==> src/rtl/ysyx_22040365_ctrl_pkg.sv <==
// Shared types and constants for the multi-cycle sequencer.
// Holds the FSM states, halt reason codes and the special instruction encodings.
package ysyx_22040365_ctrl_pkg;

  typedef enum logic [2:0] {
    S_RESET_IDLE = 3'd0,
    S_FETCH      = 3'd1,
    S_DECODE     = 3'd2,
    S_EXEC       = 3'd3,
    S_WB         = 3'd4,
    S_HALT       = 3'd5
  } state_t;

  localparam logic [1:0] HALT_NONE    = 2'd0;
  localparam logic [1:0] HALT_EBREAK  = 2'd1;
  localparam logic [1:0] HALT_TIMEOUT = 2'd2;
  localparam logic [1:0] HALT_ILLEGAL = 2'd3;

  localparam logic [31:0] INST_EBREAK = 32'h0010_0073;
  localparam logic [31:0] INST_NOP    = 32'h0000_0013;

endpackage

==> src/rtl/ysyx_22040365_fetch_timer.sv <==
// Saturating 8-bit count of stalled fetch cycles; expired is combinational from the count.
// expired flags the stalled cycle that uses up the budget, so a valid in that same cycle still wins.
module ysyx_22040365_fetch_timer #(
  parameter logic [7:0] LIMIT = 8'd255
) (
  input  logic clk,
  input  logic rst,
  input  logic clr,
  input  logic inc,
  output logic expired
);

  logic [7:0] cnt;

  always_ff @(posedge clk or negedge rst) begin
    if (!rst) begin
      cnt <= 8'd0;
    end else if (clr) begin
      cnt <= 8'd0;
    end else if (inc && (cnt != 8'hFF)) begin
      cnt <= cnt + 8'd1;
    end
  end

  // The count is checked before it increments: with LIMIT stalls the last one sees LIMIT-1.
  assign expired = (cnt >= (LIMIT - 8'd1));

endmodule

==> src/rtl/ysyx_22040365_ctrl.sv <==
// Multi-cycle sequencer: owns the PC and steps each instruction through FETCH, DECODE, EXEC and WB.
// Best case is 4 cycles per instruction; fetch waits on if_rvalid and halts after a bounded stall.
module ysyx_22040365_ctrl
  import ysyx_22040365_ctrl_pkg::*;
#(
  parameter logic [63:0] RESET_PC      = 64'h8000_0000,
  parameter int unsigned FETCH_TIMEOUT = 255
) (
  input  logic        clk,
  input  logic        rst,
  output logic        if_req,
  output logic [63:0] if_addr,
  input  logic        if_rvalid,
  input  logic [31:0] if_rdata,
  output logic [31:0] inst,
  input  logic        id_illegal,
  input  logic        ex_wen,
  output logic        rf_wen,
  output logic [63:0] pc,
  output logic [63:0] retired,
  output logic        halt,
  output logic [1:0]  halt_code
);

  state_t state;
  logic   expired;
  logic   in_fetch;

  assign in_fetch = (state == S_FETCH);

  ysyx_22040365_fetch_timer #(
    .LIMIT (8'(FETCH_TIMEOUT))
  ) u_fetch_timer (
    .clk     (clk),
    .rst     (rst),
    .clr     (!in_fetch || if_rvalid),
    .inc     (in_fetch && !if_rvalid),
    .expired (expired)
  );

  always_ff @(posedge clk or negedge rst) begin
    if (!rst) begin
      state     <= S_RESET_IDLE;
      pc        <= RESET_PC;
      inst      <= INST_NOP;
      retired   <= 64'd0;
      halt      <= 1'b0;
      halt_code <= HALT_NONE;
    end else begin
      case (state)
        S_RESET_IDLE: state <= S_FETCH;
        S_FETCH: begin
          if (if_rvalid) begin
            inst  <= if_rdata;
            state <= S_DECODE;
          end else if (expired) begin
            state     <= S_HALT;
            halt      <= 1'b1;
            halt_code <= HALT_TIMEOUT;
          end
        end
        S_DECODE: begin
          if (id_illegal) begin
            state     <= S_HALT;
            halt      <= 1'b1;
            halt_code <= HALT_ILLEGAL;
          end else if (inst == INST_EBREAK) begin
            // ebreak retires but leaves the PC pointing at itself.
            retired   <= retired + 64'd1;
            state     <= S_HALT;
            halt      <= 1'b1;
            halt_code <= HALT_EBREAK;
          end else begin
            state <= S_EXEC;
          end
        end
        S_EXEC: state <= S_WB;
        S_WB: begin
          pc      <= pc + 64'd4;
          retired <= retired + 64'd1;
          state   <= S_FETCH;
        end
        S_HALT:  state <= S_HALT;
        default: state <= S_HALT;
      endcase
    end
  end

  assign if_req  = in_fetch;
  assign if_addr = pc;
  assign rf_wen  = (state == S_WB) && ex_wen;

endmodule
==> config.mk <==
export PLATFORM = sky130hd
export DESIGN_NAME = ysyx_22040365_ctrl
export DESIGN_NICKNAME = d
export VERILOG_FILES = /design/src/rtl/ysyx_22040365_ctrl_pkg.sv /design/src/rtl/ysyx_22040365_fetch_timer.sv /design/src/rtl/ysyx_22040365_ctrl.sv
export SDC_FILE = /design/constraint.sdc
export NUM_CORES = 1
export LEC_CHECK = 0
export CELL_PAD_IN_SITES_DETAIL_PLACEMENT = 1
export CELL_PAD_IN_SITES_GLOBAL_PLACEMENT = 2
export CORE_ASPECT_RATIO = 1.75
export CORE_MARGIN = 2
export CORE_UTILIZATION = 32
export DETAILED_ROUTE_END_ITERATION = 6
export GPL_ROUTABILITY_DRIVEN = 0
export HOLD_SLACK_MARGIN = 0.1
export PLACE_DENSITY = 0.9
export SETUP_SLACK_MARGIN = 0.5
export SYNTH_ARGS = -nofsm -noshare
export SYNTH_HDL_FRONTEND = slang
export SYNTH_SLANG_ARGS = --single-unit
==> constraint.sdc <==
create_clock -name clk -period 5.06 [get_ports clk]
set_input_delay 1.012 -clock clk [delete_from_list [all_inputs] [get_ports clk]]
set_output_delay 1.012 -clock clk [all_outputs]
set_load 0.05 [all_outputs]
==> metrics.md, run 1 <==
| Metric | Value |
|---|---|
| Ant. Diodes | 0 |
| Fraction of layout cells with a size suffix above 1 | 9.43% |
| Wire per inst | 20.1 um |
| Vias after detailed routing | 6889 |
| Worst Skew | 10.1 ps |
| Total GRT Usage | 18.8% |
| Post-CTS Repair Setup Buffers | 0 |
| Status | finished clean |
| PortBufs | 261 |
| Final wirelength | 26500 um |
| Synthesized cell area | 8690 sq um |
| Crit share post-route | 68.3% |
| Crit-path slowest cell | clkdlybuf4s50_1 |
| HPWL Detailed | 19700 um |
| Final core utilization | 44.1% |
| CTS H-Tree Depth | 4 |
| RSZ-0062 raised after global routing | no |
| Max_slew headroom | 18.3% |
| Vias in the first global route | 7350 |
| Max Cap Viol | 0 |
| Startpoint Class | flop |
| Crit path kind | reg2out |
| Number of gates resized after CTS | 0 |
| Cts bufs inserted | 17 |
| Area Overhead vs Synth | 35.3% |
| Io pins | 266 |
| Ys Warns | 0 |
| Die Y-Extent | 222 um |
| Core Footprint | 26700 sq um |
| Row count | 79 |
| Critical path capture point type | output pin |
| Initial antenna violation count | 0 |
| Largest vdd supply drop | 0.399 mV |
| Final Slew Violations | 0 |
| Max FO, Critical Path | 8 |
| DRT antenna net count | 0 |
| Final setup TNS | 0 ps |
| Sequential-to-total area share from yosys stat | 49.6% |
| Setup-failing EPs final | 0 |
| Vias/cell | 5.21 |
| P_leak | 4.69 nW |
| Fill count | 2916 |
| Largest net degree at the start of global routing | 98 |
| TritonCTS clock tree | built |
| Max clock buf depth | 2 |
| Clock sink count | 172 |
| Synth Register Bits | 172 |
| Tmin final | 3450 ps |
| DRT Pass-1 Iters | 6 |
| Number of synthesized flops with an enable pin | 0 |
| Worst hold path type | reg2reg |
| Fmax | 289 MHz |
| Floorplan die width | 129 um |
| Grt total ovfl | 0 |
| Clk slew on worst S/H paths | 70 ps |
| DR iter-0 viols | 276 |
| Effective utilization at floorplan | 32.6% |
| Die footprint | 28500 sq um |
| CTS root buffer | clkbuf_16 |
| Nets | 1025 |
| Clk Latency, worst-skew pair | 450 ps |
| Post-Syn Area per Cell | 11.1 sq um |
| DRC viols | 0 |
| Worst Tran Pin Value | 1230 ps |
| First-pass GRT wire length | 41400 um |
| Post-CTS Hold Buffers | 0 |
| Crit-path max cell delay | 940 ps |
| Final hold vios | 0 |
| Post-synth top flop | dfrtp_1 |
| FFs w/ async S/R, synth | 100% |
| Critical Path RT | 4050 ps |
| Crit-path cells | nor3b_1, clkdlybuf4s50_1 |
| Yosys cell types | 50 |
| Min Hold Slack | 482 ps |
| Mapped Cells | 785 |
| Worst EP arrival | 2440 ps |
| Cell Pwr Density | 400 nW/um^2 |
-- sequential cells by signal, summed over array words and instances (netlist names) --
name and count:
halt 1, state 3, u_fetch_timer.cnt 8, inst 32, halt_code 2, retired 64, if_addr 62
-- kinds of logic (layout without fill, tap and decap cells) --
kind of cell | after synthesis | after routing | share of synthesized area, %
adders and majority gates | 4 | 4 | 0.576
other | 1 | 4 | 0.0432
DFF | 172 | 172 | 49.6
xor gates and xnor gates | 128 | 128 | 12.9
muxes | 33 | 33 | 4.28
buffers and inverters | 105 | 314 | 7.66
AOI/OAI and AO/OA | 78 | 78 | 6.64
and+or+nand+nor | 264 | 264 | 18.3
-- critical path, delay by kind of cell (launching register included) --
| family | cells | cell delay [ps] |
|---|---|---|
| flip-flops | 1 | 490 |
| AND/OR/NAND/NOR | 1 | 570 |
| buffers and inverters | 1 | 940 |
-- Yosys cell counts, types with 17 or more instances --
cell | count | area share (%)
and2_1 | 21 | 1.5
and3_1 | 18 | 1.3
and4_1 | 17 | 1.7
buf_4 | 67 | 5.8
dfrtp_1 | 168 | 48
mux2_2 | 33 | 4.3
nand2_1 | 44 | 1.9
nand3_1 | 23 | 1.3
nand4_1 | 32 | 2.3
nor2_1 | 34 | 1.5
nor3_1 | 24 | 1.4
o2111ai_1 | 20 | 2.0
o211ai_1 | 22 | 1.9
xnor2_1 | 82 | 8.3
xor2_1 | 46 | 4.6
-- through the flow --
step	power, mW	instance area [sq um]	setup slack (ps)	std cells
6_report	4.70	11800	1610	1321
2_1_floorplan	2.83	8700	2070	788
4_1_cts	4.77	11800	1540	1321
3_3_place_gp	3.38	11200	1670	1289
3_5_place_dp	3.40	11200	1690	1289
5_1_grt	4.91	11800	1430	1321
-- cell type report --
cell class / instances / area (sq um) / share of cell area [%]
inverter: 16 / 60.1 / 0.511
multi-input combinational: 511 / 3730 / 31.7
sequential: 172 / 4310 / 36.6
tap: 324 / 405 / 3.45
clock buffer: 22 / 474 / 4.03
timing repair buffer: 266 / 2660 / 22.7
clock inverter: 10 / 115 / 0.979
-- where the power goes --
part / internal (mW) / switching [mW] / leakage, nW
clock network: 0.767 / 0.569 / 0.294
logic: 0.566 / 1.03 / 2.14
registers: 1.57 / 0.202 / 2.25
total: 2.90 / 1.80 / 4.69
-- path summary, 6_finish.rpt --
kind | end | start | cells past startpoint | slack (ps)
max reg2reg | if_addr[56] | if_addr[2] | 6 | 2110
min | retired[63] | retired[63] | 1 | 480
max | if_req | state[0] | 2 | 1610
min in group asynchronous | if_addr[25] | rst | 1 | 680
max in group asynchronous | inst[4] | rst | 2 | 3370
min reg2reg | retired[63] | retired[63] | 1 | 480
-- cell usage in the layout (no fill, tap or decap), types with 15 or more instances in the layout --
cell type          n
and2_1            21
and3_1            18
and4_1            17
clkbuf_16         17
clkdlybuf4s50_1  260
dfrtp_1          168
inv_1             16
mux2_2            33
nand2_1           44
nand3_1           23
nand4_1           32
nor2_1            34
nor3_1            24
nor4_1            15
o2111ai_1         20
o211ai_1          22
o21ai_0           15
xnor2_1           82
xor2_1            46
-- per-layer routing --
layer | GRT usage [%] | vias up | wire (um)
li1 | - | 3138 | -
met1 | 19.0 | 3479 | 9340
met2 | 36.0 | 242 | 14900
met3 | 5.26 | 30 | 1710
met4 | 6.56 | 0 | 588
met5 | 0 | - | 0
No activity file was read; power rests on OpenSTA's default activity.
==> inputs of run 2 (changes only) <==
- CORE_UTILIZATION: 32 -> 29
- PLACE_DENSITY: 0.9 -> 0.83
- clock period: 5.06 -> 3.3 ns (I/O delays scaled with it)
==> metrics.md, run 2 (synthesis results as in run 1) <==
| Metric | Value |
|---|---|
| Clk slew on worst S/H paths | 70 ps (about the same) |
| Status | finished clean |
| Worst r2r path cells | 5 (-1) |
| Gate power share | 33.3% (-0.6 points) |
| DRT Pass-1 Iters | 4 (-2) |
| Cell Pwr Density | 621 nW/um^2 (+55%) |
| Max Cap Viol | 0 (unchanged) |
| Final hold vios | 0 (unchanged) |
| Max FO, Critical Path | 8 (unchanged) |
| Fill count | 3231 (+11%) |
| Worst Skew | 11.6 ps (+1.51 ps) |
| Row count | 83 (+5.1%) |
| DRT met1 WL | 9760 um (+4.5%) |
| Setup-failing EPs final | 0 (unchanged) |
| Switch Pwr | 2.81 mW (+56%) |
| DR iter-0 viols | 221 (-20%) |
| CTS root buffer | clkbuf_16 |
| TritonCTS clock tree | built |
| Worst EP arrival | 1940 ps (-500 ps) |
| Largest net degree at the start of global routing | 66 (-33%) |
| Cell Int Power | 4.62 mW (+59%) |
| WL met3 | 1680 um (-1.6%) |
| Grt total ovfl | 0 (unchanged) |
| Final wirelength | 27100 um (+2.5%) |
| Largest register FFs | 64 (unchanged) |
| Multi-input logic area | 3740 sq um (+0.13%) |
| Die Y-Extent | 233 um (+5.0%) |
| Post-CTS Repair Setup Buffers | 0 (unchanged) |
| Wire per inst | 19.6 um (-2.4%) |
| Critical path capture point type | output pin |
| CTS H-Tree Depth | 4 (unchanged) |
| Total GRT Usage | 17.7% (-1.1 points) |
| Clock group share of total power | 30.2% (+1.8 points) |
| Sequential share of power | 36.5% (-1.2 points) |
| Worst hold path type | in2async |
| Vias in the first global route | 7266 (-1.1%) |
| Max clock buf depth | 2 (unchanged) |
| Nets | 1033 (+0.78%) |
| Fmax | 385 MHz |
| Largest vdd supply drop | 0.576 mV (+44%) |
| PortBufs | 261 (unchanged) |
| Switching portion of total power | 37.8% (-0.47 points) |
| Fraction of layout cells with a size suffix above 1 | 10.4% (+1.0 points) |
| Io pins | 266 (unchanged) |
| Initial antenna violation count | 0 (unchanged) |
| Area Overhead vs Synth | 37.5% |
| Ant. Diodes | 0 (unchanged) |
| DRC viols | 0 (unchanged) |
| Crit share post-route | 78.7% |
| P_leak | 4.76 nW (+1.6%) |
| Commonest non-fill, non-tap cell in the layout | clkdlybuf4s50_1 |
| Worst Tran Pin Value | 857 ps (-369 ps) |
| Core Footprint | 29400 sq um (+10%) |
| First-pass GRT wire length | 42500 um (+2.5%) |
| Met2 WL | 15200 um (+2.2%) |
| Clk Latency, worst-skew pair | 450 ps (about the same) |
| Startpoint Class | flop |
| Max_slew headroom | 42.4% (+24 points) |
| Effective utilization at floorplan | 29.6% (-3.0 points) |
| Pre-CTS setup slack | 418 ps (-1270 ps) |
| Final Slew Violations | 0 (unchanged) |
| Largest reg by FF count | retired |
| Worst Setup SP | state[0] |
| Floorplan die width | 135 um (+4.9%) |
| Commonest non-fill, non-tap cells in the layout | clkdlybuf4s50_1, dfrtp_1, xnor2_1, xor2_1, nand2_1 |
| Worst setup margin | 704 ps (-901 ps) |
| Cts bufs inserted | 17 (unchanged) |
| R2r startpoint | state[2] |
| DRT antenna net count | 0 (unchanged) |
| Die footprint | 31400 sq um (+10%) |
| Tmin final | 2600 ps |
| Min Hold Slack | 202 ps (-280 ps) |
| Top routing layer in use | met4 |
| Crit path kind | reg2out |
| Clock sink count | 172 (unchanged) |
| Vias after detailed routing | 6934 (+0.65%) |
| Sequential Area | 4310 sq um (unchanged) |
| RSZ-0062 raised after global routing | no |
| Vias/cell | 5.00 (-4.1%) |
| Final setup TNS | 0 ps (unchanged) |
| Critical Path RT | 2640 ps (-1410 ps) |
| HPWL Detailed | 20500 um (+3.8%) |
[run 2: cell count changes in the layout (fill, tap and decap cells not counted)]
cell	delta
nor3b_1	-1
clkinv_4	-1
inv_6	+3
clkinv_2	-3
buf_4	+9
clkdlybuf4s50_1	-2
bufinv_16	+2
dlygate4sd2_1	+1
clkbuf_1	-1
nor3b_2	+1
[run 2: final timing paths]
path	slack, ps	to
worst max register to register	740	if_addr[55]
min in group clk	470	retired[63]
worst max-delay path	700	if_req
max in group asynchronous	2230	inst[27]
worst min-delay path	200	if_addr[20]
worst min register to register	470	retired[63]
[run 2: timing repair]
action / 4_1_cts / 5_1_grt
hold buffers: 0 / 0
resized for setup: 1 / 0
endpoints found under the setup margin: 1 / 0
[run 2: area by class of cell]
cell class / instances / area share, %
sequential: 172 / 36.1
clock inverter: 11 / 1.49
tap: 382 / 4.00
inverter: 16 / 0.503
clock buffer: 21 / 3.94
timing repair buffer: 274 / 22.8
multi-input combinational: 511 / 31.3
[run 2: metrics by stage]
step / cells / utilization, % / area, sq um / power [mW]
2_1_floorplan: 788 / - / 8710 / 4.34
3_5_place_dp: 1355 / 38.5 / 11300 / 5.26
3_3_place_gp: 1355 / 38.5 / 11300 / 5.22
6_report: 1387 / 40.7 / 12000 / 7.42
5_1_grt: 1387 / 40.7 / 12000 / 7.75
4_1_cts: 1387 / 40.7 / 12000 / 7.54
[run 2: worst max-delay path, stage by stage (launching register included)]
cell           delay (ps)
dfrtp_1               490
nor3b_2               390
dlygate4sd2_1         600
[run 2: power by group through the flow]
stage,combinational [mW],sequential [mW],clock (mW)
6_report,2.47,2.71,2.24
4_1_cts,2.51,2.72,2.32
3_5_place_dp,2.50,2.76,0
5_1_grt,2.59,2.77,2.39
3_3_place_gp,2.48,2.74,0
2_1_floorplan,0.772,3.56,0
[run 2: per-layer routing]
metal / GRT usage [%] / up-vias
met5: 0 / -
met4: 6.15 / 0
met3: 4.31 / 27
met2: 34.2 / 231
met1: 18.1 / 3526
li1: - / 3150
==> inputs of run 3 (changes only) <==
- CORE_UTILIZATION: 29 -> 27
- PLACE_DENSITY: 0.83 -> 0.81
- clock period: 3.3 -> 2.25 ns (I/O delays scaled with it)
==> metrics.md, run 3 (synthesis results as in run 1) <==
| Metric | Value |
|---|---|
| Status | finished clean |
| Max clock buf depth | 2 (unchanged) |
| Worst Skew | 11.1 ps (-0.536 ps) |
| DRC viols | 0 (unchanged) |
| Vias after detailed routing | 7398 (+6.7%) |
| Fraction of layout cells with a size suffix above 1 | 57.9% (+47 points) |
| Max Cap Viol | 0 (unchanged) |
| First-pass GRT wire length | 44100 um (+3.9%) |
| Design Power | 11.3 mW (+52%) |
| Row count | 86 (+3.6%) |
| Clk slew on worst S/H paths | 70 ps (about the same) |
| Cts bufs inserted | 17 (unchanged) |
| Crit-path max cell delay | 430 ps (-170 ps) |
| Tmin final | 2080 ps |
| Commonest non-fill, non-tap cell in the layout | dfrtp_2 |
| Grt total ovfl | 0 (unchanged) |
| Largest net degree at the start of global routing | 50 (-24%) |
| Worst r2r path cells | 7 (+2) |
| Nets | 1150 (+11%) |
| DRT Pass-1 Iters | 4 (unchanged) |
| CTS root buffer | clkbuf_16 |
| Multi-input logic area | 4840 sq um (+30%) |
| Io pins | 266 (unchanged) |
| Area Overhead vs Synth | 57.3% |
| Sequential Area | 4450 sq um (+3.3%) |
| PortBufs | 261 (unchanged) |
| Cell mode on critical path | nor4_4 |
| Final wirelength | 30000 um (+10%) |
| Critical path capture point type | flop |
| Total GRT Usage | 16.7% (-0.96 points) |
| P_leak | 6.24 nW (+31%) |
| TritonCTS clock tree | built |
| Cell Pwr Density | 827 nW/um^2 (+33%) |
| Initial antenna violation count | 0 (unchanged) |
| Final Instance Area | 13700 sq um (+14%) |
| Crit-path cells | nor4_4, nand4_1, buf_4, nor4_4, buf_12, o2111a_1, xor2_1 |
| Die footprint | 33700 sq um (+7.2%) |
| Clk Latency, worst-skew pair | 450 ps (about the same) |
| CTS H-Tree Depth | 4 (unchanged) |
| Worst EP arrival | 2440 ps (+500 ps) |
| Setup-failing EPs final | 0 (unchanged) |
| Core Footprint | 31600 sq um (+7.6%) |
| Vias in the first global route | 7701 (+6.0%) |
| DRT antenna net count | 0 (unchanged) |
| Placed cell area | 12500 sq um (+11%) |
| Largest vdd supply drop | 0.589 mV (+2.3%) |
| Max_slew headroom | 63.0% (+21 points) |
| Crit path kind | reg2reg |
| DR iter-0 viols | 176 (-20%) |
| RSZ-0062 raised after global routing | yes |
| Largest register FFs | 64 (unchanged) |
| Floorplan die width | 140 um (+3.5%) |
| Clock sink count | 172 (unchanged) |
| Wire per inst | 19.8 um (+0.96%) |
| Fmax | 481 MHz |
| Critical Path RT | 2610 ps (-30 ps) |
| Effective utilization at floorplan | 27.5% (-2.1 points) |
| Vias/cell | 4.87 (-2.5%) |
| Die Y-Extent | 241 um (+3.6%) |
| Max FO, Critical Path | 16 (+8) |
| Largest reg by FF count | retired |
| Crit-path slowest cell | dfrtp_2 |
| Worst Hold Path Cells | 1 |
| Worst hold path type | reg2reg |
| Final Slew Violations | 0 (unchanged) |
| Fill count | 3412 (+5.6%) |
| Crit share post-route | 92.4% |
| Final core utilization | 43.2% (+2.5 points) |
| Worst Tran Pin Value | 555 ps (-302 ps) |
| Final hold vios | 0 (unchanged) |
| HPWL Detailed | 21100 um (+2.8%) |
| Commonest non-fill, non-tap cells in the layout | dfrtp_2, buf_2, buf_4, xnor2_1, clkbuf_2 |
| Ant. Diodes | 0 (unchanged) |
| Startpoint Class | flop |
-- run 3: per-stage QoR --
stage | setup slack (ps) | hold slack (ps) | TNS [ps] | cells
2_1_floorplan | 168 | 154 | 0 | 788
3_3_place_gp | -23.8 | 460 | -31.4 | 1407
5_1_grt | 63.3 | 490 | 0 | 1518
3_5_place_dp | -61.4 | 462 | -241 | 1407
6_report | 171 | 474 | 0 | 1518
4_1_cts | 116 | 483 | 0 | 1445
-- run 3: final cells by class --
cell class | instances | share of cell area [%]
multi-input combinational | 512 | 35.4
sequential | 172 | 32.6
tap | 396 | 3.62
clock buffer | 27 | 3.75
inverter | 16 | 0.439
timing repair buffer | 390 | 23.8
clock inverter | 5 | 0.439
-- run 3: worst max-delay path: cells and delay by family, from the launching register on --
family	cells	cell delay, ps
AOI/OAI and AO/OA	1	190
xor gates and xnor gates	1	150
buffers and inverters	2	390
DFF	1	430
and+or+nand+nor	3	840
-- run 3: path summary, 6_finish.rpt --
check | from | endpoint | slack, ps
worst min register to register | retired[9] | retired[9] | 470
worst max-delay path | inst[25] | retired[17] | 170
worst max register to register | inst[25] | retired[17] | 170
worst min-delay path | retired[9] | retired[9] | 470
max in group asynchronous | rst | inst[1] | 1040
min in group asynchronous | rst | if_addr[28] | 540
-- run 3: timing repair --
item | 4_1_cts | 5_1_grt
resized for setup | 672 | 286
cloned | 0 | 5
endpoints found under the hold margin | 43 | 0
pin swaps | 28 | 49
endpoints found under the setup margin | 344 | 264
hold buffers | 1 | 0
setup buffers | 5 | 68
-- run 3: routing by layer --
| layer | routed length [um] | global-route usage (%) |
|---|---|---|
| met2 | 17500 | 32.5 |
| met3 | 1260 | 3.58 |
| met5 | 0 | 0 |
| met4 | 529 | 6.27 |
| met1 | 10700 | 17.4 |
-- run 3: power by group --
group          internal (mW)  switching (mW)  total, mW
clock network           1.67            1.28       2.96
registers               3.58           0.504       4.08
logic                   1.66            2.61       4.27
total                   6.92            4.39       11.3
